File: src/rtl/handshake_pkg.sv
// Shared types and helpers for the handshake source/drain/FIFO family.
package handshake_pkg;

  typedef logic [31:0] cnt_t;

  function automatic bit is_pow2(input int unsigned v);
    return (v >= 2) && ((v & (v - 1)) == 0);
  endfunction

endpackage

File: src/rtl/handshake_fifo_mem.sv
// DEPTH x DW register array: one synchronous write port, one asynchronous read port.
module handshake_fifo_mem #(
  parameter int unsigned DW    = 8,
  parameter int unsigned DEPTH = 4,
  parameter int unsigned AW    = $clog2(DEPTH)
) (
  input  logic          clk,
  input  logic          we,
  input  logic [AW-1:0] waddr,
  input  logic [DW-1:0] wdata,
  input  logic [AW-1:0] raddr,
  output logic [DW-1:0] rdata
);

  logic [DW-1:0] mem_q [DEPTH];

  // Storage is intentionally not reset; validity is tracked by the pointers.
  always_ff @(posedge clk) begin
    if (we) mem_q[waddr] <= wdata;
  end

  assign rdata = mem_q[raddr];

endmodule

File: src/rtl/handshake_fifo.sv
// Elastic req/grt buffer stage with first-word fall-through and per-side transfer counters.
module handshake_fifo
  import handshake_pkg::*;
#(
  parameter int unsigned DW    = 8,
  parameter int unsigned DEPTH = 4,
  parameter int unsigned AW    = $clog2(DEPTH)
) (
  input  logic          clk,
  input  logic          rst,
  input  logic          up_req,
  output logic          up_grt,
  input  logic [DW-1:0] up_dat,
  output logic          dn_req,
  input  logic          dn_grt,
  output logic [DW-1:0] dn_dat,
  output logic [AW:0]   lvl,
  output cnt_t          cnt_in,
  output cnt_t          cnt_out
);

  localparam int unsigned PW = AW + 1;

  if (!is_pow2(DEPTH)) begin : g_depth_chk
    $error("handshake_fifo: DEPTH must be a power of two >= 2");
  end

  logic [AW:0]   wp_q, wp_d, rp_q, rp_d;
  cnt_t          cnt_in_q, cnt_in_d, cnt_out_q, cnt_out_d;
  logic          empty, full, push, pop;
  logic [DW-1:0] rd_dat;

  // Extra wrap bit distinguishes full from empty when the indices match.
  assign empty = (wp_q == rp_q);
  assign full  = (wp_q[AW-1:0] == rp_q[AW-1:0]) && (wp_q[AW] != rp_q[AW]);

  assign up_grt = ~full & ~rst;
  assign dn_req = ~empty;
  assign push   = up_req & up_grt;
  assign pop    = dn_req & dn_grt;

  always_comb begin
    wp_d      = wp_q;
    rp_d      = rp_q;
    cnt_in_d  = cnt_in_q;
    cnt_out_d = cnt_out_q;
    if (push) begin
      wp_d     = wp_q + PW'(1);
      cnt_in_d = cnt_in_q + cnt_t'(1);
    end
    if (pop) begin
      rp_d      = rp_q + PW'(1);
      cnt_out_d = cnt_out_q + cnt_t'(1);
    end
  end

  always_ff @(posedge clk or posedge rst) begin
    if (rst) begin
      wp_q      <= '0;
      rp_q      <= '0;
      cnt_in_q  <= '0;
      cnt_out_q <= '0;
    end else begin
      wp_q      <= wp_d;
      rp_q      <= rp_d;
      cnt_in_q  <= cnt_in_d;
      cnt_out_q <= cnt_out_d;
    end
  end

  handshake_fifo_mem #(
    .DW    (DW),
    .DEPTH (DEPTH),
    .AW    (AW)
  ) u_mem (
    .clk   (clk),
    .we    (push),
    .waddr (wp_q[AW-1:0]),
    .wdata (up_dat),
    .raddr (rp_q[AW-1:0]),
    .rdata (rd_dat)
  );

  // Stale array contents are masked so an empty FIFO always shows zero.
  assign dn_dat  = empty ? '0 : rd_dat;
  assign lvl     = wp_q - rp_q;
  assign cnt_in  = cnt_in_q;
  assign cnt_out = cnt_out_q;

  a_no_push_full: assert property (@(posedge clk) disable iff (rst) !(push && full));
  a_no_pop_empty: assert property (@(posedge clk) disable iff (rst) !(pop && empty));

endmodule

File: config.mk
export PLATFORM = sky130hd
export DESIGN_NAME = handshake_fifo
export DESIGN_NICKNAME = d
export VERILOG_FILES = /design/src/rtl/handshake_pkg.sv /design/src/rtl/handshake_fifo_mem.sv /design/src/rtl/handshake_fifo.sv
export SDC_FILE = /design/constraint.sdc
export NUM_CORES = 1
export LEC_CHECK = 0
export BUFFER_PORTS_ARGS = -buffer_cell sky130_fd_sc_hd__buf_2
export CORE_MARGIN = 1
export CORE_UTILIZATION = 35
export CTS_BUF_LIST = sky130_fd_sc_hd__clkbuf_4 sky130_fd_sc_hd__clkbuf_8
export DETAILED_ROUTE_END_ITERATION = 8
export PLACE_DENSITY = 0.64
export SLEW_MARGIN = 20
export SYNTH_ARGS = -nofsm -noshare
export SYNTH_HDL_FRONTEND = slang
export SYNTH_SLANG_ARGS = --single-unit
export TNS_END_PERCENT = 10
File: constraint.sdc
create_clock -name clk -period 4.7 [get_ports clk]
set_input_delay 0.47 -clock clk [delete_from_list [all_inputs] [get_ports clk]]
set_output_delay 0.47 -clock clk [all_outputs]
set_load 0.02 [all_outputs]
==> results of run 1 <==
==> through the flow <==
stage,std cells,power [mW],util [%],hold slack (ns)
5_1_grt,608,2.74,43.2,0.289
2_1_floorplan,344,1.76,-,0.498
4_1_cts,608,2.61,43.2,0.289
3_5_place_dp,592,2.05,41.6,0.463
3_3_place_gp,592,2.04,41.6,0.456
6_report,608,2.58,43.2,0.315
==> area by class of cell <==
cell class | count | area, sq um | area share (%)
clock buffer | 9 | 124 | 2.35
clock inverter | 7 | 75.1 | 1.42
inverter | 7 | 26.3 | 0.498
multi-input combinational | 226 | 1680 | 31.8
sequential | 102 | 2710 | 51.4
tap | 168 | 210 | 3.98
timing repair buffer | 89 | 448 | 8.49
==> how the worst max path moves through the flow <==
stage                        startpoint  slack [ns]                     endpoint  cells past startpoint
finish              rp_q[0]$_DFFE_PP0P_        1.88                    dn_dat[5]                      5
global route        rp_q[0]$_DFFE_PP0P_        1.68                    dn_dat[5]                      5
CTS                 rp_q[0]$_DFFE_PP0P_        1.80                    dn_dat[5]                      5
detailed placement  rp_q[0]$_DFFE_PP0P_        1.98      cnt_out[26]$_DFFE_PP0P_                      6
global placement    rp_q[0]$_DFFE_PP0P_        2.04      cnt_out[29]$_DFFE_PP0P_                      6
floorplan                           rst        1.49  u_mem.mem_q[0][0]$_DFFE_PP_                      5
==> per-layer routing <==
metal  share of wire [%]  vias to the layer above  GRT usage (%)
li1                    -                     1381              -
met1                  47                     1413           19.3
met2                  46                       69           22.0
met3                 5.5                        8           4.43
met4                 1.7                        0           6.41
met5                   0                        -              0
==> power groups by stage <==
stage	clock network [mW]	logic, mW	registers (mW)
after floorplan	0	0.579	1.18
after global placement	0	0.860	1.18
after detailed placement	0	0.865	1.19
after CTS	0.574	0.868	1.17
after global routing	0.611	0.937	1.19
final	0.555	0.854	1.17
==> flip-flops by register name, indices dropped and copies added (netlist names) <==
register	cells
wp_q	3
cnt_out	32
cnt_in	32
rp_q	3
u_mem.mem_q	32
==> critical path: cells and delay by family, from the launching register on <==
family / cells / cell delay [ns]
adder cells (fa/ha/maj): 1 / 0.36
buffers and inverters: 1 / 0.17
flip-flops: 1 / 0.77
AND/OR/NAND/NOR: 3 / 0.67
==> kinds of logic (layout without fill, tap and decap cells) <==
family	after synthesis	count (layout)	share of synthesized area [%]
AOI/OAI and AO/OA	7	7	0.981
xor gates and xnor gates	69	69	13.5
adders and majority gates	10	10	2.97
buffers and inverters	16	112	1.60
DFF	102	102	60.8
muxes	8	8	4.04
and+or+nand+nor	132	132	16.1
==> layout by cell type, fill, tap and decap left out, types with 6 or more instances in the layout <==
| cell | n |
|---|---|
| nand2_1 | 36 |
| nand3_1 | 19 |
| dfrtp_1 | 70 |
| inv_1 | 6 |
| mux4_2 | 8 |
| edfxtp_1 | 32 |
| nor2_1 | 9 |
| ha_1 | 9 |
| xnor2_1 | 58 |
| and2_1 | 21 |
| buf_2 | 88 |
| clkbuf_8 | 9 |
| and4_1 | 8 |
| xor2_1 | 11 |
| nand4_1 | 20 |
| and3_1 | 8 |
==> results.md, run 1 <==
- CP Data Required Time: 4.23 ns
- Filler cells: between 1000 and 1500
- Syn_nets: roughly 370
- Total grt overflow: 0
- Period utilization: between 60% and 70%
- Final layout net count: about 460
- R2R Setup Slk: approximately 2.0 ns
- Power density over the cells: 489 nW/um^2
- RR Startpoint: rp_q[0]$_DFFE_PP0P_
- Iteration-0 DRC count of the detailed router: approximately 140
- Clock transition at path regs: approximately 0.1 ns
- IO Count: slightly below 90
- Share of post-route cells with drive strength above 1: between 20% and 30%
- Avg Inst Size Synth: around 13 sq um
- Cell row count: 40
- Ant. Diodes: 0
- Crit Path Max Fanout: 11
- Crit Path Category: flip-flop to primary output
- Sequential group share of total power: 45.4%
- Clock buffer depth: 2
- Ys async rst share: ~69%
- Seq/Total Area, Yosys: 60.8%
- Tot GR Track Use: ~15%
- Htree depth: 3
- Synth top cells by count: dfrtp_1, xnor2_1, nand2_1, edfxtp_1, and2_1
- P_sw: approximately 0.97 mW
- Hold_buf cts: 0
- Area leader, netlist: dfrtp_1
- Vias in the first global route: approximately 2800
- Antenna violations before repair: 0
- Worst Hold Endpoint: u_mem.mem_q[2][0]$_DFFE_PP_
- Worst setup SP type: flip-flop
- Hold_sp: up_dat[0]
- TritonCTS buffer count: 9
- Top cells by area, synth: dfrtp_1, edfxtp_1, xnor2_1
- Netlist cell types: 30
- Slowest cell on the critical path: dfrtp_1
- Crit path cell chain: ha_1 -> and2_1 -> nand2_1 -> and2_1 -> buf_2
- Final setup viols: 0
- Placed cell areas: just over 5000 sq um
- Clk pwr share: a little over a fifth
- Vias/cell: between 4 and 5
- Vias: 2871
- Worst hold-check path type: input port to flip-flop
- Routed WL: 8790 um
- Remaining DRCs: 0
- Max Freq: around 0.35 GHz
- WHS Path Cells: 1
- Most common cell on crit path: and2_1
- Tmin final: between 2 and 3 ns
- Top-count cell post-synth: dfrtp_1
- CTS resizes: 0
- Relative slew slack: 41.2%
- Global-route wire length before repair: ~14000 um
- Slowest stage delay, CP: around 0.77 ns
- Comb power frac: approximately 33%
- Clock sinks: a little over 100
- TritonCTS clock tree: done
- Crit path DAT: approximately 2.4 ns
- Input/output buffers: ~90
- Avg WL per Cell: roughly 14 um
- Synthesized flop and latch total: between 100 and 150
- Worst reg2reg path depth: 6
- Largest net degree at the start of global routing: slightly above 70
- Ys flop type: dfrtp_1
- Clock Skews: ~0.0073 ns
- Routability cong.: 0.757
- Hold Fails Final Rpt: 0
- CTS Root Buffer Type: clkbuf_8
- Skew-Pair Late Insertion Delay: 0.37 ns
- Synth warn: 0
- Post-synth top area share: around two fifths
- Postcts setup bufs: 0
- Status: completed
- Core area: about 12000 sq um
- Setup TNS: 0 ns
- Synth Cell Area: about 4500 sq um
- P_int: roughly 1.6 mW
- Setup crit end kind: primary output
- DRT Pass-1 Iters: 4
- Worst setup margin: around 1.9 ns
- Die footprint: approximately 13000 sq um
- Total of max-cap violations: 0
- DP HPWL: roughly 6100 um
- DP Worst Slack: just under 2 ns
- Die Y: between 100 and 150 um
- Width of the chip: 115 um
- Initial core utilization: between 30% and 40%
- Worst Tran Pin Value: between 0.8 and 0.9 ns
- Final instance area: 5280 sq um
- P&R area growth vs syn: 18.2%
- RSZ-0062 raised after global routing: false
- Max IR drop VDD: 0.278 mV
- Slew Viols, Final: 0
- Switching Fraction: between 30% and 40%
- Worst reg2reg endpoint: cnt_out[26]$_DFFE_PP0P_
- Static Leakage: around 2.4 nW
- Post-synth EDFFs: 32
- Routed Antenna Nets: 0
- Cells after Synth: between 300 and 400
Power figures use the tool's default switching activity.
==> run 2, diff against run 1 <==
- PLACE_DENSITY: 0.64 -> 0.66
- clock period: 4.7 -> 2.4 ns (I/O delays scaled with it)
==> run 2 against run 1 <==
  * Combinational power up 110%
  * First-iteration DRC count shrank 10%
  * Register-to-register slack got worse by 1.7 ns
  * Sequential power is 89% higher
  * Cell area up 0.76%
  * Sequential share of layout area is 0.39 points lower
  * Setup slack lost 1.7 ns
  * Utilization up 0.33 points
  * Sequential cell count is the same
  * Largest cell class unchanged
  * Clock power grew 82%
==> results.md, run 2 (synthesis results as in run 1) <==
- Slowest cell on the critical path: dfrtp_1
- Input/output buffers: 88 (unchanged)
- Max IR drop VDD: 0.502 mV (+81%)
- Filler cells: 1212 (+4.3%)
- Core area: 12200 sq um (unchanged)
- Clock sinks: 102 (unchanged)
- Worst setup SP type: flip-flop
- Total grt overflow: 0 (unchanged)
- Remaining DRCs: 0 (unchanged)
- Worst Tran Pin Value: 0.872 ns (-0.0104 ns)
- DRT Pass-1 Iters: 4 (unchanged)
- Final setup viols: 0 (unchanged)
- CTS Root Buffer Type: clkbuf_8
- Period utilization: 92.5%
- Routability cong.: 0.758 (+0.16%)
- Skew-Pair Late Insertion Delay: 0.37 ns (about the same)
- P&R area growth vs syn: 19.1%
- IO Count: 89 (unchanged)
- Crit Path Max Fanout: 6 (-5)
- Antenna violations before repair: 1 (+1)
- Vias: 2906 (+1.2%)
- Multi-input logic area: 1680 sq um (+0.15%)
- Setup TNS: 0 ns (unchanged)
- Static Leakage: 2.39 nW (+1.3%)
- Htree depth: 3 (unchanged)
- Setup crit end kind: primary output
- RSZ-0062 raised after global routing: false
- Tmin final: 2.22 ns
- Clock transition at path regs: 0.10 ns (about the same)
- Routed Antenna Nets: 0 (unchanged)
- Most frequent cells in the layout: buf_2, dfrtp_1, xnor2_1, nand2_1, edfxtp_1
- Initial core utilization: 36.6% (unchanged)
- Clock Skews: 0.00893 ns (+0.00159 ns)
- Most common cell on crit path: and2_1
- CP Data Required Time: 2.16 ns (-2.07 ns)
- Crit path DAT: 1.98 ns (-0.37 ns)
- Vias in the first global route: 2887 (+3.3%)
- Crit path cell chain: inv_1 -> ha_1 -> and2_1 -> nand2_2 -> buf_4 -> and2_1 -> buf_2
- Slew Viols, Final: 0 (unchanged)
- Status: completed
- Tot GR Track Use: 14.6% (+0.068 points)
- Routed WL: 8770 um (-0.25%)
- Slowest stage delay, CP: 0.41 ns (-0.36 ns)
- Global-route wire length before repair: 14700 um (+1.9%)
- Ant. Diodes: 0 (unchanged)
- Clock buffer depth: 2 (unchanged)
- Die footprint: 13200 sq um (unchanged)
- TritonCTS buffer count: 9 (unchanged)
- Power density over the cells: 946 nW/um^2 (+93%)
- Share of post-route cells with drive strength above 1: 28.2% (+1.4 points)
- Worst hold-check path type: input port to flip-flop
- Total of max-cap violations: 0 (unchanged)
- Vias/cell: 4.73 (about the same)
- Postcts setup bufs: 0 (unchanged)
- Largest net degree at the start of global routing: 71 (unchanged)
- Die Y: 115 um (unchanged)
- Hold_ws: 0.0768 ns (-0.238 ns)
- Cell row count: 40 (unchanged)
- Hold_buf cts: 0 (unchanged)
- Max Freq: between 0.4 and 0.5 GHz
- Relative slew slack: 41.9% (+0.69 points)
- TritonCTS clock tree: done
- Avg WL per Cell: 14.3 um (-1.4%)
- Width of the chip: 115 um (unchanged)
- DP HPWL: 6230 um (+1.3%)
- Most common cell after layout, fill and taps aside: buf_2
- Register Area: 2710 sq um (unchanged)
- Hold Fails Final Rpt: 0 (unchanged)
- Crit Path Category: flip-flop to primary output
- Iteration-0 DRC count of the detailed router: 125 (-10%)
- Final layout net count: 464 (+1.5%)
## run 2: final cells by class
class / instances / area share (%)
clock buffers: 9 / 2.33
clock inverters: 7 / 1.06
inverters: 7 / 0.565
multi-input cells: 226 / 31.7
flip-flops and latches: 102 / 51.0
well taps: 168 / 3.95
repair buffers: 96 / 9.41
## run 2: metrics by stage
| stage | instance area, sq um | worst slack, ns | power, mW | utilization, % | std cells |
|---|---|---|---|---|---|
| floorplan | 4470 | 0.0606 | 3.45 | - | 344 |
| global placement | 5130 | 0.360 | 4.04 | 42.0 | 599 |
| detailed placement | 5130 | 0.317 | 4.08 | 42.0 | 599 |
| CTS | 5310 | 0.0560 | 5.10 | 43.5 | 615 |
| global route | 5320 | 0.0582 | 5.33 | 43.5 | 615 |
| finish | 5320 | 0.180 | 5.03 | 43.5 | 615 |
## run 2: metal layers
metal / vias to the layer above / part of all wire, % / wire length, um / global-route usage, %
met3: 14 / 4.6 / 406 / 3.27
met5: - / 0.19 / 17 / 0
met1: 1434 / 48 / 4190 / 20.1
met2: 59 / 45 / 3980 / 21.9
met4: 2 / 2.0 / 177 / 7.01
li1: 1397 / - / - / -
## run 2: path summary, 6_finish.rpt
path | slack (ns) | endpoint | from | cells after the start
worst min register to register | 0.48 | cnt_out[31]$_DFFE_PP0P_ | cnt_out[31]$_DFFE_PP0P_ | 1
worst min-delay path | 0.08 | u_mem.mem_q[3][1]$_DFFE_PP_ | up_dat[1] | 1
max in group asynchronous | 1.64 | cnt_out[23]$_DFFE_PP0P_ | rst | 3
min in group asynchronous | 0.18 | cnt_out[2]$_DFFE_PP0P_ | rst | 3
worst max-delay path | 0.18 | dn_dat[6] | wp_q[0]$_DFFE_PP0P_ | 7
worst max register to register | 0.30 | cnt_in[11]$_DFFE_PP0P_ | wp_q[0]$_DFFE_PP0P_ | 8
## run 2: report_power, final
part	internal (mW)	switching [mW]	total, mW
clock network	0.388	0.619	1.01
logic	0.708	1.11	1.82
registers	2.01	0.194	2.21
total	3.11	1.92	5.03
## run 2: worst max-delay path, delay by kind of cell (launching register included)
family	cells	cell delay (ns)
buffers and inverters	3	0.48
DFF	1	0.41
adders and majority gates	1	0.27
and+or+nand+nor	3	0.45
## run 2: repair_timing
| action | CTS | global route |
|---|---|---|
| endpoints found under the hold margin | 0 | 0 |
| gates resized for setup | 0 | 1 |
| setup endpoints to repair | 0 | 6 |
==> run 3, diff against run 2 <==
- CTS_BUF_LIST: sky130_fd_sc_hd__clkbuf_4 sky130_fd_sc_hd__clkbuf_8 -> unset
- PLACE_DENSITY: 0.66 -> unset
==> run 3 against run 2 <==
  * Die area stayed put
  * Sequential cell count is the same
  * Setup slack better by 0.047 ns
  * Cell area is 2.1% higher
  * Largest cell class unchanged
  * Critical path depth did not move
  * Non-clock buffer count unchanged
  * Cell count unchanged
  * Sequential power hardly changed
  * Clock skew about the same
  * Utilization grew 0.92 points
==> results.md, run 3 (synthesis results as in run 1) <==
- Crit Path Max Fanout: 6 (unchanged)
- CP Data Required Time: 2.16 ns (about the same)
- Routed Antenna Nets: 0 (unchanged)
- Final layout net count: 464 (unchanged)
- Most frequent cells in the layout: buf_2, dfrtp_1, xnor2_1, nand2_1, edfxtp_1
- Switching Fraction: 35.9% (-2.3 points)
- Largest net degree at the start of global routing: 71 (unchanged)
- TritonCTS buffer count: 9 (unchanged)
- Crit path buf inv count: 3 (unchanged)
- Die footprint: 13200 sq um (unchanged)
- Power, Total: 5.47 mW (+8.7%)
- Total of max-cap violations: 0 (unchanged)
- Placed cell areas: 5130 sq um (unchanged)
- P&R area growth vs syn: 21.6%
- DP HPWL: 6460 um (+3.7%)
- Max IR drop VDD: 0.506 mV (+0.92%)
- Avg WL per Cell: 14.7 um (+2.9%)
- Iteration-0 DRC count of the detailed router: 127 (+1.6%)
- RSZ-0062 raised after global routing: false
- Die Y: 115 um (unchanged)
- Slew Viols, Final: 0 (unchanged)
- Worst setup SP type: flip-flop
- Power density over the cells: 1010 nW/um^2 (+6.5%)
- Most common cell after layout, fill and taps aside: buf_2
- Skew-Pair Late Insertion Delay: 0.34 ns (-0.03 ns)
- Htree depth: 3 (unchanged)
- Hold_buf cts: 0 (unchanged)
- Clock buffer depth: 2 (unchanged)
- Static Leakage: 2.43 nW (+1.8%)
- Final Non-Filler Cells: 615 (unchanged)
- Core area: 12200 sq um (unchanged)
- Vias/cell: 4.73 (unchanged)
- Most common cell on crit path: and2_1
- Width of the chip: 115 um (unchanged)
- Clock sinks: 102 (unchanged)
- Total grt overflow: 0 (unchanged)
- Worst Tran Pin Value: 0.898 ns (+0.0261 ns)
- Share of post-route cells with drive strength above 1: 28.0% (-0.22 points)
- Clock transition at path regs: 0.07 ns (-0.03 ns)
- Crit. Startpoint: wp_q[0]$_DFFE_PP0P_
- Slowest cell on the critical path: dfrtp_1
- Vias in the first global route: 2837 (-1.7%)
- Input/output buffers: 88 (unchanged)
- Period utilization: 90.5% (-1.9 points)
- Vias: 2906 (unchanged)
- Clock Skews: 0.00888 ns (-0.0000456 ns)
- P_sw: 1.96 mW (+2.1%)
- TritonCTS clock tree: done
- RR Startpoint: wp_q[0]$_DFFE_PP0P_
- Hold Fails Final Rpt: 0 (unchanged)
- Family with the most delay on the worst path: buffers and inverters
- Max Freq: 0.460 GHz (+2.1%)
- P_int: 3.51 mW (+13%)
- Sequential group share of total power: 40.3% (-3.6 points)
- Ant. Diodes: 0 (unchanged)
- Crit path cell chain: inv_1 -> ha_1 -> and2_1 -> nand2_2 -> buf_4 -> and2_1 -> buf_2
- Global-route wire length before repair: 14900 um (+1.4%)
- Tot GR Track Use: 14.9% (+0.25 points)
- Routed WL: 9020 um (+2.9%)
- Placed Cells: 599 (unchanged)
- Comb power frac: 33.7% (-2.4 points)
- Filler cells: 1169 (-3.5%)
- Setup crit end kind: primary output
- Crit Path Category: flip-flop to primary output
- Routability cong.: 0.754 (-0.55%)
- Hold_sp: up_dat[4]
- Status: completed
- Slowest stage delay, CP: 0.40 ns (about the same)
- Tmin final: 2.17 ns (-0.0465 ns)
- IO Count: 89 (unchanged)
- Final instance area: 5430 sq um (+2.1%)
- Setup TNS: 0 ns (unchanged)
- Initial core utilization: 36.6% (unchanged)
- Cell row count: 40 (unchanged)
- Final setup viols: 0 (unchanged)
- DRT Pass-1 Iters: 4 (unchanged)
- Crit path DAT: 1.93 ns (-0.05 ns)
- Worst hold-check path type: input port to flip-flop
- Remaining DRCs: 0 (unchanged)
- CTS Root Buffer Type: clkbuf_16
- Antenna violations before repair: 0 (-1)
- Clk pwr share: 26.0% (+6.0 points)
- Relative slew slack: 40.1% (-1.7 points)
[run 3: power by group through the flow]
stage | clock [mW] | combinational [mW] | sequential [mW]
4_1_cts | 1.46 | 1.87 | 2.20
3_5_place_dp | 0 | 1.87 | 2.23
3_3_place_gp | 0 | 1.84 | 2.22
5_1_grt | 1.53 | 2.03 | 2.23
2_1_floorplan | 0 | 1.13 | 2.32
6_report | 1.42 | 1.84 | 2.20
[run 3: routing by layer]
metal | wire, um | track usage [%]
met2 | 4090 | 21.8
met5 | 0 | 0
met3 | 469 | 4.01
met1 | 4300 | 20.7
met4 | 157 | 6.23
[run 3: area by class of cell]
type	count	area (sq um)	area share, %
tap	168	210	3.87
clock inverter	4	31.3	0.576
clock buffer	12	262	4.82
sequential	102	2710	50.0
inverter	7	30.0	0.553
multi-input combinational	226	1680	31.0
timing repair buffer	96	500	9.22
[run 3: timing repair]
action,4_1_cts,5_1_grt
setup buffers,0,0
endpoints found under the setup margin,0,1
resized for setup,0,1
[run 3: path summary, 6_finish.rpt]
check,to,slack [ns],cells past startpoint
max in group asynchronous,cnt_out[5]$_DFFE_PP0P_,1.59,3
min,u_mem.mem_q[0][4]$_DFFE_PP_,0.11,1
min in group asynchronous,cnt_in[17]$_DFFE_PP0P_,0.22,3
min reg2reg,cnt_out[31]$_DFFE_PP0P_,0.46,1
max reg2reg,u_mem.mem_q[2][2]$_DFFE_PP_,0.30,5
max,dn_dat[2],0.23,7
[run 3: stage by stage]
stage / utilization [%] / hold slack (ns) / setup WS (ns)
floorplan: - / 0.339 / 0.0606
CTS: 44.4 / 0.103 / 0.107
global route: 44.5 / 0.111 / 0.0788
finish: 44.5 / 0.112 / 0.227
global placement: 42.0 / 0.455 / 0.388
detailed placement: 42.0 / 0.462 / 0.277
